--- src/rtl/rst_seq_ctrl.sv ---
// -----------------------------------------------------------------------------
// rst_seq_ctrl
//   Reset sequencer between the power-on reset generator and the gyro datapath.
//   Qualifies PLL lock, then releases N_STAGE active-low reset domains one at a
//   time (bit 0 first) with STAGE_DLY cycles between releases. In RELEASE/RUN a
//   lock loss, watchdog expiry or software request drops every domain, holds
//   them for HOLD_CYC cycles and restarts lock qualification.
//
// Ports
//   i_clk         system clock
//   i_rst_n       asynchronous active-low reset
//   i_pll_locked  PLL lock indicator (synchronous to i_clk)
//   i_wdt_expire  watchdog expiry level
//   i_sw_rst_req  software reset request
//   o_rst_n       per-domain active-low resets, bit 0 released first
//   o_busy        1 whenever not in RUN
//   o_cause       last reset cause: 0=POR, 1=lock loss, 2=SW, 3=WDT
//   o_rst_cnt     saturating count of run-time resets
// -----------------------------------------------------------------------------
module rst_seq_ctrl #(
   parameter int unsigned N_STAGE   = 4,
   parameter int unsigned STAGE_DLY = 250000,
   parameter int unsigned HOLD_CYC  = 2500,
   parameter int unsigned LOCK_FILT = 1000
) (
   input  logic               i_clk,
   input  logic               i_rst_n,
   input  logic               i_pll_locked,
   input  logic               i_wdt_expire,
   input  logic               i_sw_rst_req,
   output logic [N_STAGE-1:0] o_rst_n,
   output logic               o_busy,
   output logic [1:0]         o_cause,
   output logic [7:0]         o_rst_cnt
);

   localparam logic [1:0] S_WAIT_LOCK = 2'd0;
   localparam logic [1:0] S_RELEASE   = 2'd1;
   localparam logic [1:0] S_RUN       = 2'd2;
   localparam logic [1:0] S_ASSERT    = 2'd3;

   localparam logic [1:0] C_POR  = 2'd0;
   localparam logic [1:0] C_LOCK = 2'd1;
   localparam logic [1:0] C_SW   = 2'd2;
   localparam logic [1:0] C_WDT  = 2'd3;

   // Counters only need to reach PARAM-1; keep at least one bit.
   localparam int unsigned LW = (LOCK_FILT > 1) ? $clog2(LOCK_FILT) : 1;
   localparam int unsigned DW = (STAGE_DLY > 1) ? $clog2(STAGE_DLY) : 1;
   localparam int unsigned HW = (HOLD_CYC  > 1) ? $clog2(HOLD_CYC)  : 1;
   localparam int unsigned IW = (N_STAGE   > 1) ? $clog2(N_STAGE)   : 1;

   localparam logic [LW-1:0] LOCK_LAST  = LW'(LOCK_FILT - 1);
   localparam logic [DW-1:0] DLY_LAST   = DW'(STAGE_DLY - 1);
   localparam logic [HW-1:0] HOLD_LAST  = HW'(HOLD_CYC - 1);
   localparam logic [IW-1:0] STAGE_LAST = IW'(N_STAGE - 1);

   logic [1:0]         state_q, state_d;
   logic [LW-1:0]      lock_cnt_q, lock_cnt_d;
   logic [DW-1:0]      dly_cnt_q, dly_cnt_d;
   logic [HW-1:0]      hold_cnt_q, hold_cnt_d;
   logic [IW-1:0]      idx_q, idx_d;
   logic [N_STAGE-1:0] rst_n_q, rst_n_d;
   logic               busy_q, busy_d;
   logic [1:0]         cause_q, cause_d;
   logic [7:0]         cnt_q, cnt_d;

   logic               req;
   logic [1:0]         req_cause;

   assign req = ~i_pll_locked | i_wdt_expire | i_sw_rst_req;

   // Priority: lock loss > watchdog > software.
   always_comb begin
      req_cause = C_SW;
      if (!i_pll_locked) begin
         req_cause = C_LOCK;
      end else if (i_wdt_expire) begin
         req_cause = C_WDT;
      end
   end

   always_comb begin
      state_d    = state_q;
      lock_cnt_d = lock_cnt_q;
      dly_cnt_d  = dly_cnt_q;
      hold_cnt_d = hold_cnt_q;
      idx_d      = idx_q;
      rst_n_d    = rst_n_q;
      busy_d     = busy_q;
      cause_d    = cause_q;
      cnt_d      = cnt_q;

      case (state_q)
         S_WAIT_LOCK: begin
            if (!i_pll_locked) begin
               lock_cnt_d = '0;
            end else if (lock_cnt_q == LOCK_LAST) begin
               state_d    = S_RELEASE;
               lock_cnt_d = '0;
               dly_cnt_d  = '0;
               idx_d      = '0;
            end else begin
               lock_cnt_d = lock_cnt_q + 1'b1;
            end
         end

         S_RELEASE, S_RUN: begin
            // A request wins over a stage release falling in the same cycle.
            if (req) begin
               state_d    = S_ASSERT;
               rst_n_d    = '0;
               busy_d     = 1'b1;
               cause_d    = req_cause;
               cnt_d      = (cnt_q == 8'hFF) ? cnt_q : cnt_q + 8'd1;
               hold_cnt_d = '0;
               dly_cnt_d  = '0;
               idx_d      = '0;
            end else if (state_q == S_RELEASE) begin
               if (dly_cnt_q == DLY_LAST) begin
                  rst_n_d[idx_q] = 1'b1;
                  dly_cnt_d      = '0;
                  if (idx_q == STAGE_LAST) begin
                     state_d = S_RUN;
                     busy_d  = 1'b0;
                  end else begin
                     idx_d = idx_q + 1'b1;
                  end
               end else begin
                  dly_cnt_d = dly_cnt_q + 1'b1;
               end
            end
         end

         S_ASSERT: begin
            if (hold_cnt_q == HOLD_LAST) begin
               state_d    = S_WAIT_LOCK;
               hold_cnt_d = '0;
               lock_cnt_d = '0;
            end else begin
               hold_cnt_d = hold_cnt_q + 1'b1;
            end
         end

         default: begin
            state_d = S_WAIT_LOCK;
            rst_n_d = '0;
            busy_d  = 1'b1;
         end
      endcase
   end

   always_ff @(posedge i_clk or negedge i_rst_n) begin
      if (!i_rst_n) begin
         state_q    <= S_WAIT_LOCK;
         lock_cnt_q <= '0;
         dly_cnt_q  <= '0;
         hold_cnt_q <= '0;
         idx_q      <= '0;
         rst_n_q    <= '0;
         busy_q     <= 1'b1;
         cause_q    <= C_POR;
         cnt_q      <= '0;
      end else begin
         state_q    <= state_d;
         lock_cnt_q <= lock_cnt_d;
         dly_cnt_q  <= dly_cnt_d;
         hold_cnt_q <= hold_cnt_d;
         idx_q      <= idx_d;
         rst_n_q    <= rst_n_d;
         busy_q     <= busy_d;
         cause_q    <= cause_d;
         cnt_q      <= cnt_d;
      end
   end

   assign o_rst_n   = rst_n_q;
   assign o_busy    = busy_q;
   assign o_cause   = cause_q;
   assign o_rst_cnt = cnt_q;

endmodule

--- config.mk ---
export PLATFORM = sky130hd
export DESIGN_NAME = rst_seq_ctrl
export DESIGN_NICKNAME = d
export VERILOG_FILES = /design/src/rtl/rst_seq_ctrl.sv
export SDC_FILE = /design/constraint.sdc
export NUM_CORES = 1
export LEC_CHECK = 0
export ABC_CLOCK_PERIOD_IN_PS = 2130
export CORE_ASPECT_RATIO = 1.2
export CORE_MARGIN = 2
export CORE_UTILIZATION = 50
export CTS_BUF_LIST = sky130_fd_sc_hd__clkbuf_4
export CTS_CLUSTER_DIAMETER = 60
export CTS_CLUSTER_SIZE = 40
export DETAILED_ROUTE_END_ITERATION = 6
export GPL_ROUTABILITY_DRIVEN = 0
export PLACE_DENSITY = 0.81
export SLEW_MARGIN = 40
export SYNTH_ARGS = -nofsm -noshare
export SYNTH_HDL_FRONTEND = slang
export SYNTH_SLANG_ARGS = --single-unit
--- constraint.sdc ---
create_clock -name i_clk -period 2.13 [get_ports i_clk]
set_input_delay 0.426 -clock i_clk [delete_from_list [all_inputs] [get_ports i_clk]]
set_output_delay 0.426 -clock i_clk [all_outputs]
set_load 0.01 [all_outputs]
After elaboration in Yosys (flattened, before gate mapping)
Index checks and enable logic that the tools add are counted.
- output and inout bits: 15
- flip-flop bits (word level): 59
- logic and storage cells: 94
- add/subtract/negate cells: 5
- equal/unequal tests: 16
- reductions and logical operators: 18
- bitwise gates (word level): 5
- magnitude comparators: 2
- multiplexer cells: 39
- operators by type and width (cell ; count):
    two-way mux 18 bit ; 5
    one-hot mux 18 bit (2 select lines) ; 1
    two-way mux 10 bit ; 3
    two-way mux 2 bit ; 14
    two-way mux 12 bit ; 2
    one-hot mux 12 bit (2 select lines) ; 1
    one-hot mux 10 bit (2 select lines) ; 1
    adder 18 x 1 -> 18 bit (second input constant) ; 1
    == test 18 bit (second input constant) ; 1
    adder 12 x 1 -> 12 bit (second input constant) ; 1
    == test 12 bit (second input constant) ; 1
    two-way mux 4 bit ; 3
    != test 3 bit (second input constant) ; 4
    AND reduction 6 bit ; 2
    nonzero test 2 bit ; 6
    adder 10 x 1 -> 10 bit (second input constant) ; 1
    == test 10 bit (second input constant) ; 1
    adder 8 x 1 -> 8 bit (second input constant) ; 1
    == test 8 bit (second input constant) ; 1
    != test 2 bit (second input constant) ; 4
    AND reduction 4 bit ; 2
    == test 2 bit (second input constant) ; 3
    two-way mux 1 bit ; 6
    one-hot mux 2 bit (3 select lines) ; 1
    14 further kinds ; 19

Logic depth before layout (Yosys ltp)
Gate-level depths: netlist of the first run.
- word-level depth: 8
- depth in mapped cells: 8
- gate-level depth less buffers: 7

Worst setup path after synthesis of the first run
Ideal clock, no wire load.
- kind: reg-to-reg
- from: reg state_q[0]
- to: reg hold_cnt_q[8]
- library setup time: 0.125 ns
- stages on the path, launching flop included: 9
- slack: 0.144 ns
- data required time: 2.005 ns
- arrival: 1.862 ns
- cells stage by stage: dfrtp_1 > inv_1 > ha_1 > clkbuf_1 > nor2_1 > nor4b_1 > and4_1 > xnor2_1 > nor2_1
- cells in the longest elaborated chain, start to end: 4
- elaborated cells between the ends (all ways): 8
- RTL lines (item ; RTL line ; text):
    start: declaration ; 58 ; logic [1:0] state_q, state_d;
    start signal: assignment ; 165 ; state_q <= state_d;
    == test 2 x 1 -> 1 bit / == test 2 bit (equally long branches) ; 94 ; case (state_q)
    OR reduction 2 bit ; 94 ;
    != test 2 bit (no line) / nonzero test 2 bit (equally long branches) ; n/a ;
    AND reduction 2 bit (no line) ; n/a ;
    end signal: assignment ; 168 ; hold_cnt_q <= hold_cnt_d;
    end: declaration ; 61 ; logic [HW-1:0] hold_cnt_q, hold_cnt_d;
Parallel ways exist; a longest one is shown, timed or not.
A chain may end at the register's enable or synchronous reset.

Worst setup path in the final report of the first run
- from: reg state_q[1]
- to: reg dly_cnt_q[12]
- cells in the longest elaborated chain, start to end: 4
- elaborated cells between the ends (all ways): 10
- RTL lines (item ; RTL line ; text):
    == test 2 x 1 -> 1 bit / == test 2 bit (equally long branches) ; 94, 119 ;
    OR reduction 2 bit ; 94 ;
    != test 3 bit (no line) / nonzero test 2 bit (equally long branches) ; n/a ;
    AND reduction 4 bit (no line) ; n/a ;
    end signal: assignment ; 167 ; dly_cnt_q <= dly_cnt_d;
    end: declaration ; 60 ; logic [DW-1:0] dly_cnt_q, dly_cnt_d;
Parallel ways exist; a longest one is shown, timed or not.

==> results by stage, run 1 <==
Status:
- The run finished with clean final reports.

Placement:
- Once detailed placement completed, the half-perimeter wirelength came to 5.63 mm.
- The number of port buffers is 19.

Clock network:
- The cell chosen for the clock root is clkbuf_4.
- The worst-case clock buffer depth is 2.
- The total clock sinks is 59.
- For the worst-skew pair, the clock arrives at the later sink with an insertion delay of 0.41 ns.
- In this run, CTS created clock tree buffers numbering 9.
- The TritonCTS clock tree is built.
- The maximum level of the CTS H-tree is 3.
- The clock-pin slew on the worst setup and hold paths is 0.10 ns.

Power:
- Across the VDD grid, the largest voltage drop is 0.690 mV.
- For this design the static power due to leakage is 1.77 nW.
- Dividing total power by cell area gives a power density of 1110 nW/µm².

Worst setup path:
- The most numerous cell on the critical path is buf_4.
- Among all stages on the critical path, the largest delay is contributed by dfrtp_1.
- The critical path required time is 2.43 ns.
- The critical path goes through inv_2, ha_4, nand2_1, nor4_4, buf_4, buf_4, or2_2, o21ai_0, a21bo_2.
- The classification of the worst setup path is register to register.
- STA classifies the critical path startpoint as a register.
- The largest single stage delay on the critical path is 0.44 ns.
- In this run the worst path has a maximum fanout of 6.
- The critical path endpoint category is a register.
- The worst register-to-register path has a depth of 9.
- STA puts the critical path data arrival time at 2.38 ns.

Synth:
- A synthesized cell averages 9.46 µm².
- The number of unique standard cell types used by synthesis is 56.
- Counting every instance in the synthesized netlist gives 344.
- The number of enable-type register cells in the synthesized netlist is 0.
- After synthesis, the share of flip-flops with an asynchronous set or reset is 100%.
- In the synthesized netlist the dominant register cell turns out to be dfrtp_1.
- Summing the sequential cell areas from Yosys gives 45.4% of the chip area.
- For this run, the number of Yosys warnings is 0.
- The cell area after technology mapping is 3260 µm².
- Counting every net in the synthesized netlist gives 360.
- The register bit total from synthesis is 59.

STA:
- The clock period could shrink to 2.08 ns.
- The final setup violation count is 0.
- The worst slew slack as a fraction of its limit is 62.7%.
- The ratio of final minimum period to clock period is 97.7%.
- The maximum achievable frequency is 481 MHz.
- On the final layout, the worst clock skew is 0.0112 ns.
- The slew at the pin closest to its max-slew limit is 0.559 ns.
- The count of final hold-check violations is 0.
- The number of max-slew violations in the final report came to 0.
- The post-route worst hold slack is 0.490 ns.

Global route:
- The initial antenna violation count is 0.
- For this run, the total global-route usage over all layers was measured as 23.2%.
- The first global-routing pass estimated 13.3 mm of wire.
- The via count of the first global-routing pass is 2,982.
- For this run the aggregate overflow at the end of global routing stands at 0.
- Entering global routing, the biggest net connects 60 pins.

Final layout:
- The fraction of final layout cells with drive strength greater than 1 is 19.6%.
- The growth of design area from synthesis to finish is 24.3%.
- The final core utilization is 63.5%.
- The antenna cell count is 0.
- At the end of the flow, the number of nets in the layout was 420.

Floorplan:
- 20 I/O pins were placed.
- The die area is 7180 µm².
- The horizontal die dimension is 77.7 µm.
- The initial utilization of the core area, before any placement, comes to 51.1%.
- The area of the placeable core is 6370 µm².
- The floorplan has 32 rows.
- The height of the chip is 92.4 µm.

Drt:
- For this run, design rule violations remaining after detail routing come to 0.
- The post-detailed-route wirelength per cell is 15.6 µm.
- The detailed router finished its first iteration with 201 violations.
- In this run the remaining antenna-violating nets after routing total 0.
- Using the TritonRoute via totals, the vias-per-cell ratio works out to 5.85.
- The final layout contains routed wiring with a total length of 7.72 mm.
- Before antenna repair, the detailed router went through 4 iterations.
- The vias after detailed routing is 2,892.

Flow run:
- Across the run, the number of max-cap violations was 0.

Hold path:
- The min-delay analysis places its worst path in the category register to register.
- The hold-critical path depth is 1.
-- worst max-delay path: cells and delay by family (launching register included) --
kind                       cells  cell delay, ns
buffers and inverters          3            0.37
adders and majority gates      1            0.15
DFF                            1            0.44
and+or+nand+nor                3            0.68
AOI/OAI and AO/OA              2            0.33
-- routing by layer --
layer | vias up | part of all wire, % | GRT usage, %
li1 | 1403 | - | -
met1 | 1412 | 44 | 28.0
met2 | 63 | 51 | 40.7
met3 | 14 | 2.8 | 3.22
met4 | 0 | 2.3 | 11.0
met5 | - | 0 | 0
-- area by class of cell --
| type | instances | area, µm² |
|---|---|---|
| clock buffer | 9 | 67.6 |
| clock inverter | 7 | 92.6 |
| fill | 524 | 2320 |
| inverter | 11 | 41.3 |
| multi-input combinational | 262 | 1740 |
| sequential | 59 | 1480 |
| tap | 85 | 106 |
| timing repair buffer | 61 | 515 |
-- per-stage QoR --
stage | TNS [ns] | cell area [µm²] | instances | setup WS [ns] | power, mW
final | 0 | 4050 | 494 | 0.0493 | 4.50
after global routing | -0.00914 | 4050 | 494 | -0.00482 | 4.79
after CTS | 0 | 3990 | 493 | 0.0269 | 4.43
after detailed placement | -1.68 | 3810 | 476 | -0.232 | 3.52
after global placement | -0.778 | 3810 | 476 | -0.128 | 3.43
after floorplan | 0 | 3260 | 344 | 0.144 | 2.58
-- cells by family after synthesis --
| logic type | after synthesis | share of synthesized area, % |
|---|---|---|
| AND/OR/NAND/NOR | 140 | 23.7 |
| XOR/XNOR | 16 | 4.30 |
| multiplexers | 5 | 1.65 |
| AO/OA/AOI/OAI | 90 | 18.0 |
| buffers and inverters | 23 | 2.69 |
| flip-flops | 59 | 45.4 |
| adder cells (fa/ha/maj) | 11 | 4.23 |
-- cells in the mapped netlist, types with 3 or more instances --
| cell | n | area, µm² |
|---|---|---|
| xnor2_1 | 4 | 35.0 |
| xor2_1 | 12 | 105 |
| mux2_2 | 3 | 33.8 |
| nor4_1 | 3 | 18.8 |
| nor2b_1 | 4 | 25.0 |
| or4_1 | 5 | 37.5 |
| inv_1 | 11 | 41.3 |
| a22o_1 | 3 | 26.3 |
| nor4b_1 | 4 | 35.0 |
| a31oi_1 | 6 | 37.5 |
| nand3_1 | 12 | 60.1 |
| ha_1 | 11 | 138 |
| clkbuf_1 | 10 | 37.5 |
| o21ai_0 | 28 | 140 |
| nand2b_1 | 5 | 31.3 |
| dfrtp_1 | 58 | 1450 |
| nor3_1 | 7 | 35.0 |
| o31ai_1 | 12 | 90.1 |
| and2_1 | 4 | 25.0 |
| and3_1 | 9 | 56.3 |
| nand4_1 | 9 | 56.3 |
| and4_1 | 5 | 43.8 |
| o2111ai_1 | 3 | 26.3 |
| nor2_1 | 36 | 135 |
| nand2_1 | 26 | 97.6 |
| a21oi_1 | 15 | 75.1 |
-- repair_timing --
item	in CTS	in global routing
endpoints found under the hold margin	11	0
hold buffers	1	0
pin swaps	0	4
resized for setup	1	12
endpoints found under the setup margin	1	22
cloned	0	0
buffers inserted	0	1
-- registers in the layout (all words and copies together) (netlist names) --
name        cells
o_rst_n         4
o_rst_cnt       8
dly_cnt_q      18
hold_cnt_q     12
lock_cnt_q     10
o_busy          1
o_cause         2
state_q         2
idx_q           2
-- power by group --
group | switching, mW | internal [mW] | total [mW]
Sequential | 0.177 | 1.29 | 1.47
Combinational | 1.17 | 0.957 | 2.12
Clock | 0.433 | 0.471 | 0.904
-- placed cells by master (no fill, tap or decap), types with 4 or more instances in the layout --
master	count
ha_1	10
nor2_1	36
inv_1	9
a21oi_1	14
xnor2_1	4
nor3_1	7
dfrtp_1	58
nand2_1	26
nand3_1	12
xor2_1	12
nand2b_1	5
clkbuf_4	9
clkdlybuf4s50_1	18
and3_1	9
o31ai_1	11
and4_1	5
nand4_1	9
a31oi_1	6
o21ai_0	27
and2_1	4
buf_4	40
or4_1	5
-- worst paths after layout --
path,from,to,slack [ns]
max,state_q[1],dly_cnt_q[12],0.05
min,lock_cnt_q[9],lock_cnt_q[9],0.49
max reg2reg,state_q[1],dly_cnt_q[12],0.05
min reg2reg,lock_cnt_q[9],lock_cnt_q[9],0.49
max in group asynchronous,i_rst_n,o_busy,1.28
min in group asynchronous,i_rst_n,hold_cnt_q[10],0.54
Power figures use the tool's default switching activity.
==> run 2: changes to the inputs <==
- ABC_CLOCK_PERIOD_IN_PS: 2130 -> 2500
- PLACE_DENSITY: 0.81 -> 0.78
- clock period: 2.13 -> 2.5 ns (I/O delays scaled with it)
==> run 2 against run 1 <==
Routed wire length fell by 7.3%. Total power shrank 24%. Global-route usage fell by 1.3 points. Clock skew increased by 0.0046 ns. Final cell count is 5.9% lower. First-iteration DRC count grew 0.50%. Critical path depth fell by 2. Sequential power down 15%. Combinational power fell by 28%. Non-clock buffer count shrank 28. Largest cell class unchanged. Largest power group unchanged. Highest routed layer unchanged.
==> results by stage, run 2 (same netlist as run 1, synthesis figures left out) <==
Final layout:
- Counting flops per register, the top entry is dly_cnt_q.
- The final non-filler cell area was 3750 µm² (-7.3%).
- The antenna cell count came to 0 (unchanged).
- Compared with the post-synthesis result, the final layout area differs by 15.2%.
- Leaving out fill and tap cells, the most frequent cells in the layout are 58 x dfrtp_1, 36 x nor2_1, 28 x o21ai_0, 26 x nand2_1, 18 x clkdlybuf4s50_1.
- The fraction of final layout cells with drive strength greater than 1 is 11.1% (-8.5 points).
- The net total in the final layout was 392 (-6.7%).
- Leaving out fill and tap cells, the most frequent cell in the layout is dfrtp_1.
- The largest registers in the layout are dly_cnt_q (18), hold_cnt_q (12), lock_cnt_q (10).
- The number of flip-flops in the largest register came to 18 (unchanged).

STA:
- The maximum achievable frequency was 433 MHz (-9.8%).
- The slew at the pin closest to its max-slew limit is 0.687 ns (+0.128 ns).
- The number of max-slew violations in the final report is 0 (unchanged).
- Setup repair after global routing left no endpoint under its margin.
- The shortest clock period the worst path allows after layout is 2.31 ns (+0.227 ns).
- The count of final hold-check violations is 0 (unchanged).
- The final-layout setup total negative slack is 0 ns (unchanged).
- The setup clock skew after layout was 0.0158 ns (+0.00463 ns).
- The worst slew slack as a fraction of its limit was 54.2% (-8.5 points).
- The final setup violation count is 0 (unchanged).
- The ratio of final minimum period to clock period is 92.3% (-5.4 points).

Drt:
- The violation count after the first detailed-route iteration is 202 (+0.50%).
- The average vias per placed instance was 5.95 (+1.6%).
- The vias after detailed routing came to 2,765 (-4.4%).
- The number of nets with antenna violations after detailed routing is 0 (unchanged).
- The number of DRC violations after detailed routing is 0 (unchanged).
- The sum of routed wire length over all layers was 7.16 mm (-7.3%).
- The number of optimization iterations in the first detailed-route pass is 4 (unchanged).
- The post-detailed-route wirelength per cell came to 15.4 µm (-1.5%).

Worst setup path:
- The critical path is of the register to register type.
- The combined buffer and inverter count along the critical path is 1 (-2).
- Among all stages on the critical path, the largest delay is contributed by or4_1.
- The biggest cell delay along the critical path is 0.50 ns (+0.06 ns).
- The cell family contributing the most delay on the critical path is simple AND/OR/NAND/NOR gates.
- The critical path required time is 2.81 ns (+0.38 ns).
- The startpoint identified for the worst register-to-register timing path is state_q[0].
- The worst register-to-register path ends at dly_cnt_q[16].
- The flop-to-flop setup slack was 0.19 ns (+0.14 ns).
- The number of cell instances on the worst register-to-register path is 7 (-2).
- The kind of start point of the critical path is a register.
- STA classifies the critical path endpoint as a register.
- The arrival time of data at the critical path endpoint is 2.62 ns (+0.24 ns).
- Traced cell by cell, the critical path runs through inv_1, ha_1, and4bb_2, nand2b_1, o21ai_2, or4_1, a32oi_1.
- The biggest fanout along the worst timing path is 10 (+4).

Global route:
- The largest net degree at the start of global routing is 31 (-48%).
- The global-route wire length before repair is 12.7 mm (-4.7%).
- The initial antenna violation count came to 0 (unchanged).
- The via count of the first global-routing pass was 2,799 (-6.1%).
- The overall fraction of global-route tracks in use is 21.9% (-1.3 points).
- The overall overflow remaining after global route came to 0 (unchanged).

Floorplan:
- The horizontal die dimension is 77.7 µm (unchanged).
- The standard-cell row count is 32 (unchanged).
- The height of the chip is 92.4 µm (unchanged).
- The die area is 7180 µm² (unchanged).
- The area of the placeable core was 6370 µm² (unchanged).
- The number of ports placed on the die boundary is 20 (unchanged).
- The initial core utilization is 51.1% (unchanged).

Clock network:
- The number of post-CTS setup repair buffers is 0 (unchanged).
- The worst-skew pair later-pin latency came to 0.40 ns (about the same).
- The maximum level of the CTS H-tree was 3 (unchanged).
- TritonCTS built the clock tree.
- The number of CTS-inserted buffers was 9 (unchanged).
- The clock-pin slew on the worst setup and hold paths is 0.10 ns (about the same).
- The total clock sinks is 59 (unchanged).
- The worst-case clock buffer depth is 2 (unchanged).
- In this run the clock root is driven by a clkbuf_4.

Power:
- The power per cell area is 907 nW/µm² (-18%).
- The share of power burned in registers is 36.7% (+4.0 points).
- The combinational power share is 44.5% (-2.7 points).
- The clock group share of total power came to 18.8% (-1.3 points).
- The net switching power of the design was 1.40 mW (-21%).
- The internal power contribution is 2.01 mW (-26%).
- The total power draw is 3.40 mW (-24%).
- The leakage power is 1.61 nW (-8.9%).
- The switching part of the total is 41.0% (+1.5 points).
- The worst voltage drop across the vdd grid is 0.524 mV (-24%).

Status:
- The flow ran to the end, and the final reports show no timing, DRC or antenna violations.

Hold path:
- The tightest min-delay check is of the primary input to async pin type.

Placement:
- The post-detailed-placement cell area is 3620 µm² (-5.1%).
- The number of port buffers was 19 (unchanged).
- The sum of net half-perimeters after detailed placement is 5.19 mm (-7.8%).

Flow run:
- The reported max-cap violation count is 0 (unchanged).
-- run 2: through the flow --
step                utilization [%]  instances  hold WS, ns  worst slack (ns)
global placement               56.8        450        0.478             0.125
finish                         58.9        465        0.123             0.193
detailed placement             56.8        450        0.484            0.0255
CTS                            58.8        465        0.138             0.194
floorplan                         -        344        0.204             0.514
global route                   58.9        465        0.178            0.0269
-- run 2: timing repair --
action / CTS / global route
endpoints found under the setup margin: 0 / 2
resized for setup: 0 / 1
hold buffers: 0 / 0
-- run 2: worst max path at each step --
stage	start	endpoint	slack, ns	cells past startpoint
global placement	i_pll_locked	state_q[1]	0.12	6
detailed placement	i_pll_locked	dly_cnt_q[16]	0.03	6
floorplan	state_q[0]	hold_cnt_q[8]	0.51	8
global route	state_q[0]	dly_cnt_q[16]	0.03	7
finish	state_q[0]	dly_cnt_q[16]	0.19	7
CTS	state_q[0]	dly_cnt_q[16]	0.19	6
-- run 2: layout make-up --
cell class              instances  area [µm²]
well taps                      85         106
fillers                       565        2620
repair buffers                 33         303
flip-flops and latches         59        1480
inverters                      11        41.3
clock buffers                   9        67.6
multi-input cells             262        1700
clock inverters                 6        57.6
-- run 2: metal layers --
layer  vias to the layer above  global-route usage [%]  routed length (µm)
li1                       1346                       -                   -
met1                      1344                    28.7                3280
met2                        64                    35.9                3510
met3                        11                    3.31                 256
met4                         0                    9.82                 110
met5                         -                       0                   0
-- run 2: power by group through the flow --
stage / clock [mW] / combinational, mW / sequential (mW)
6_report: 0.638 / 1.52 / 1.25
3_5_place_dp: 0 / 1.49 / 1.27
3_3_place_gp: 0 / 1.45 / 1.26
5_1_grt: 0.696 / 1.69 / 1.28
2_1_floorplan: 0 / 0.931 / 1.27
4_1_cts: 0.657 / 1.50 / 1.25
==> run 3: changes to the inputs <==
- ABC_AREA: not set -> 1
- PLACE_DENSITY: 0.78 -> 0.71
==> run 3 against run 2 <==
Via count rose by 23%. Combinational power shrank 96%. Cell area increased by 11%. Routed wire length up 16%. Core utilization shrank 1.7 points. Flip-flop and latch count unchanged. Clock skew increased by 0.0055 ns. Final cell count rose by 40%. Die area is 15% higher. Total power shrank 53%. Global-route usage shrank 0.075 points. Highest routed layer unchanged.
==> results by stage, run 3 <==
Floorplan:
- The initial core utilization is 51.8% (+0.68 points).
- The die area was 8250 µm² (+15%).
- The standard-cell row count was 34 (+6.3%).
- The horizontal die dimension is 83.3 µm (+7.2%).
- The number of ports placed on the die boundary came to 20 (unchanged).
- The area of the placeable core is 7270 µm² (+14%).
- The height of the chip is 99.1 µm (+7.3%).

Synth:
- The number of warning messages in the yosys log was 0 (unchanged).
- The commonest cells after synthesis are 146 x nand2_1, 73 x inv_1, 59 x nor2_1, 58 x dfrtp_1, 46 x nand3_1.
- The most frequently used flop master after synthesis is dfrtp_1.
- The most numerous cell in the Yosys netlist is nand2_1.
- The cell count after synthesis is 526 (+53%).
- The number of unique standard cell types used by synthesis was 37 (-34%).
- The proportion of register bits with asynchronous set or reset after synthesis is 100% (unchanged).
- The post-synthesis net count is 542 (+51%).
- The mean instance size in the synthesized netlist is 7.17 µm² (-24%).
- The cell area after technology mapping came to 3770 µm² (+16%).
- The cell type with the largest total area after synthesis is dfrtp_1.
- By area the synthesized netlist is led by dfrtp_1 38%, nand2_1 15%, inv_1 7.3%.
- The area fraction of the dominant cell type after synthesis is 38.5% (-6.1 points).
- The number of enable-type register cells in the synthesized netlist is 0 (unchanged).
- The register bit total from synthesis was 59 (unchanged).
- The fraction of the yosys area taken by sequential cells came to 39.2% (-6.2 points).

Drt:
- The number of DRC violations after detailed routing was 0 (unchanged).
- The post-detailed-route wirelength per cell is 12.8 µm (-17%).
- The number of optimization iterations in the first detailed-route pass came to 5 (+1).
- The violation count after the first detailed-route iteration is 186 (-7.9%).
- The vias after detailed routing is 3,407 (+23%).
- The average vias per placed instance came to 5.25 (-12%).
- The number of nets with antenna violations after detailed routing came to 0 (unchanged).
- The sum of routed wire length over all layers is 8.31 mm (+16%).

STA:
- Setup repair after global routing left no endpoint under its margin.
- The number of max-slew violations in the final report was 0 (unchanged).
- The worst slew slack as a fraction of its limit came to 70.0% (+16 points).
- The shortest clock period the worst path allows after layout came to 2.06 ns (-0.244 ns).
- The count of final hold-check violations is 0 (unchanged).
- The worst-case setup margin in the final layout came to 0.437 ns (+0.244 ns).
- The slew at the pin closest to its max-slew limit is 0.449 ns (-0.239 ns).
- The maximum achievable frequency is 485 MHz (+12%).
- The ratio of final minimum period to clock period is 82.5% (-9.8 points).
- The final setup violation count is 0 (unchanged).
- The setup clock skew after layout was 0.0213 ns (+0.00549 ns).
- The final-layout setup total negative slack is 0 ns (unchanged).

Final layout:
- The register name with the most flops is dly_cnt_q.
- The area occupied by registers is 1480 µm² (unchanged).
- The fraction of final layout cells with drive strength greater than 1 was 8.77% (-2.3 points).
- The largest registers in the layout are dly_cnt_q (18), hold_cnt_q (12), lock_cnt_q (10).
- The number of flip-flops in the largest register is 18 (unchanged).
- The filler cell count in the final layout is 698 (+24%).
- The net total in the final layout is 570 (+45%).
- The library cells used most frequently in the layout, excluding fill and tap cells, are 146 x nand2_1, 73 x inv_1, 59 x nor2_1, 58 x dfrtp_1, 46 x nand3_1.
- Compared with the post-synthesis result, the final layout area differs by 10.4%.
- The antenna cell count is 0 (unchanged).
- The area taken by multi-input logic gates was 1920 µm² (+13%).
- Leaving out fill and tap cells, the most frequent cell in the layout is nand2_1.

Global route:
- The initial antenna violation count is 0 (unchanged).
- The overall overflow remaining after global route came to 0 (unchanged).
- The via count of the first global-routing pass came to 3,237 (+16%).
- The largest net degree at the start of global routing was 22 (-29%).
- The global-route wire length before repair is 14.7 mm (+16%).
- The overall fraction of global-route tracks in use is 21.8% (-0.075 points).

Worst setup path:
- Walking the worst path, the cells encountered are inv_1, ha_1, buf_4, nand2_2, inv_2, nand2_2, nor2_1, nand2_1, xor2_1.
- The arrival time of data at the critical path endpoint is 2.38 ns (-0.24 ns).
- The critical path required time is 2.82 ns (about the same).
- The biggest cell delay along the critical path is 0.43 ns (-0.07 ns).
- The biggest fanout along the worst timing path is 13 (+3).
- The critical path endpoint category is a register.
- The most numerous cell on the critical path is nand2_2.
- The master of the slowest instance on the critical path is dfrtp_1.
- In this run the critical register-to-register path is captured at o_rst_cnt[4].
- The kind of start point of the critical path is a register.
- In this run the critical register-to-register path is launched from state_q[0].
- The number of cell instances on the worst register-to-register path came to 9 (+2).
- The flop-to-flop setup slack is 0.44 ns (+0.24 ns).
- The critical path in this run is classified as register to register.

Hold path:
- The hold path startpoint is o_busy.
- The worst hold path was traced through 2 stages.
- The path class of the tightest hold or removal check is register to register.
- The endpoint with the worst hold slack is o_busy.

Clock network:
- The cell chosen for the clock root is clkbuf_4.
- The TritonCTS clock tree is built.
- The number of CTS-inserted buffers is 9 (unchanged).
- The worst-case clock buffer depth is 2 (unchanged).
- The clock-pin slew on the worst setup and hold paths is 0.11 ns (about the same).
- The maximum level of the CTS H-tree was 3 (unchanged).
- The worst-skew pair later-pin latency is 0.42 ns (+0.02 ns).
- The total clock sinks was 59 (unchanged).

Status:
- The flow ran to the end, and the final reports show no timing, DRC or antenna violations.

Power:
- The total power draw is 1.60 mW (-53%).
- The power per cell area was 384 nW/µm² (-58%).
- The worst voltage drop across the vdd grid is 0.256 mV (-51%).
- The leakage power came to 2.12 nW (+32%).

Placement:
- The post-placement worst setup slack was 0.287 ns (+0.261 ns).
- The sum of net half-perimeters after detailed placement was 6.33 mm (+22%).
- The number of port buffers is 19 (unchanged).

Flow run:
- The reported max-cap violation count came to 0 (unchanged).
==> run 3: cell types whose count changed in the layout (fill, tap and decap cells not counted), sizes merged, moves of 6 or more <==
cell / before / now
buf: 15 / 6
nor2: 36 / 67
nand2: 26 / 154
inv: 11 / 81
a31oi: 6 / 0
o21ai: 30 / 20
nand4: 9 / 23
and3: 9 / 0
nand3: 13 / 47
o31ai: 12 / 1
==> run 3: cell families (layout without fill, tap and decap cells) <==
group                    count (synthesis)  after routing  synth area share, %
AO/OA/AOI/OAI                           47             47                 7.14
XOR/XNOR                                15             15                 3.49
adder cells (fa/ha/maj)                 11             11                 3.65
buffers and inverters                   89            122                 9.82
flip-flops                              59             59                 39.2
AND/OR/NAND/NOR                        305            305                 36.7
==> run 3: timing repair <==
item,in CTS,in global routing
hold endpoints to repair,6,0
gates resized for setup,0,0
hold buffers,1,0
setup buffers,0,0
==> run 3: stage by stage <==
stage / area (µm²) / utilization [%] / cells / hold WS, ns
floorplan: 3770 / - / 526 / 0.204
global placement: 4040 / 55.5 / 632 / 0.466
detailed placement: 4040 / 55.5 / 632 / 0.465
CTS: 4160 / 57.2 / 649 / 0.490
global route: 4160 / 57.2 / 649 / 0.517
finish: 4160 / 57.2 / 649 / 0.487
==> run 3: critical path: cells and delay by family (launching register included) <==
kind                       cells  cell delay, ns
xor gates and xnor gates       1            0.14
and+or+nand+nor                4            0.51
buffers and inverters          3            0.45
adders and majority gates      1            0.43
DFF                            1            0.43
==> run 3: worst max-delay path by stage <==
stage | from | to | slack [ns] | cells past startpoint
6_report | state_q[0] | o_rst_cnt[4] | 0.44 | 9
5_1_grt | hold_cnt_q[0] | lock_cnt_q[2] | 0.26 | 8
4_1_cts | state_q[0] | o_rst_cnt[4] | 0.43 | 9
3_5_place_dp | i_pll_locked | dly_cnt_q[16] | 0.29 | 11
3_3_place_gp | i_wdt_expire | o_rst_cnt[4] | 0.32 | 11
2_1_floorplan | state_q[0] | dly_cnt_q[15] | 0.81 | 10
==> run 3: per-layer routing <==
layer	vias up	wire length (µm)	track usage (%)
li1	1734	-	-
met1	1558	3720	28.8
met2	92	3990	35.2
met3	23	387	3.98
met4	0	204	10.1
met5	-	0	0
==> run 3: cell type report <==
class	instances	area share, %
inverters	81	7.31
clock buffers	9	1.62
clock inverters	7	1.08
flip-flops and latches	59	35.5
repair buffers	25	5.59
well taps	90	2.71
multi-input cells	378	46.2
==> run 3: report_power, final <==
group	internal (mW)	total (mW)	leakage, nW	switching [mW]
clock network	0.198	0.579	0.0554	0.381
registers	0.958	0.962	0.708	0.00401
logic	0.0187	0.0583	1.36	0.0395
total	1.17	1.60	2.12	0.425
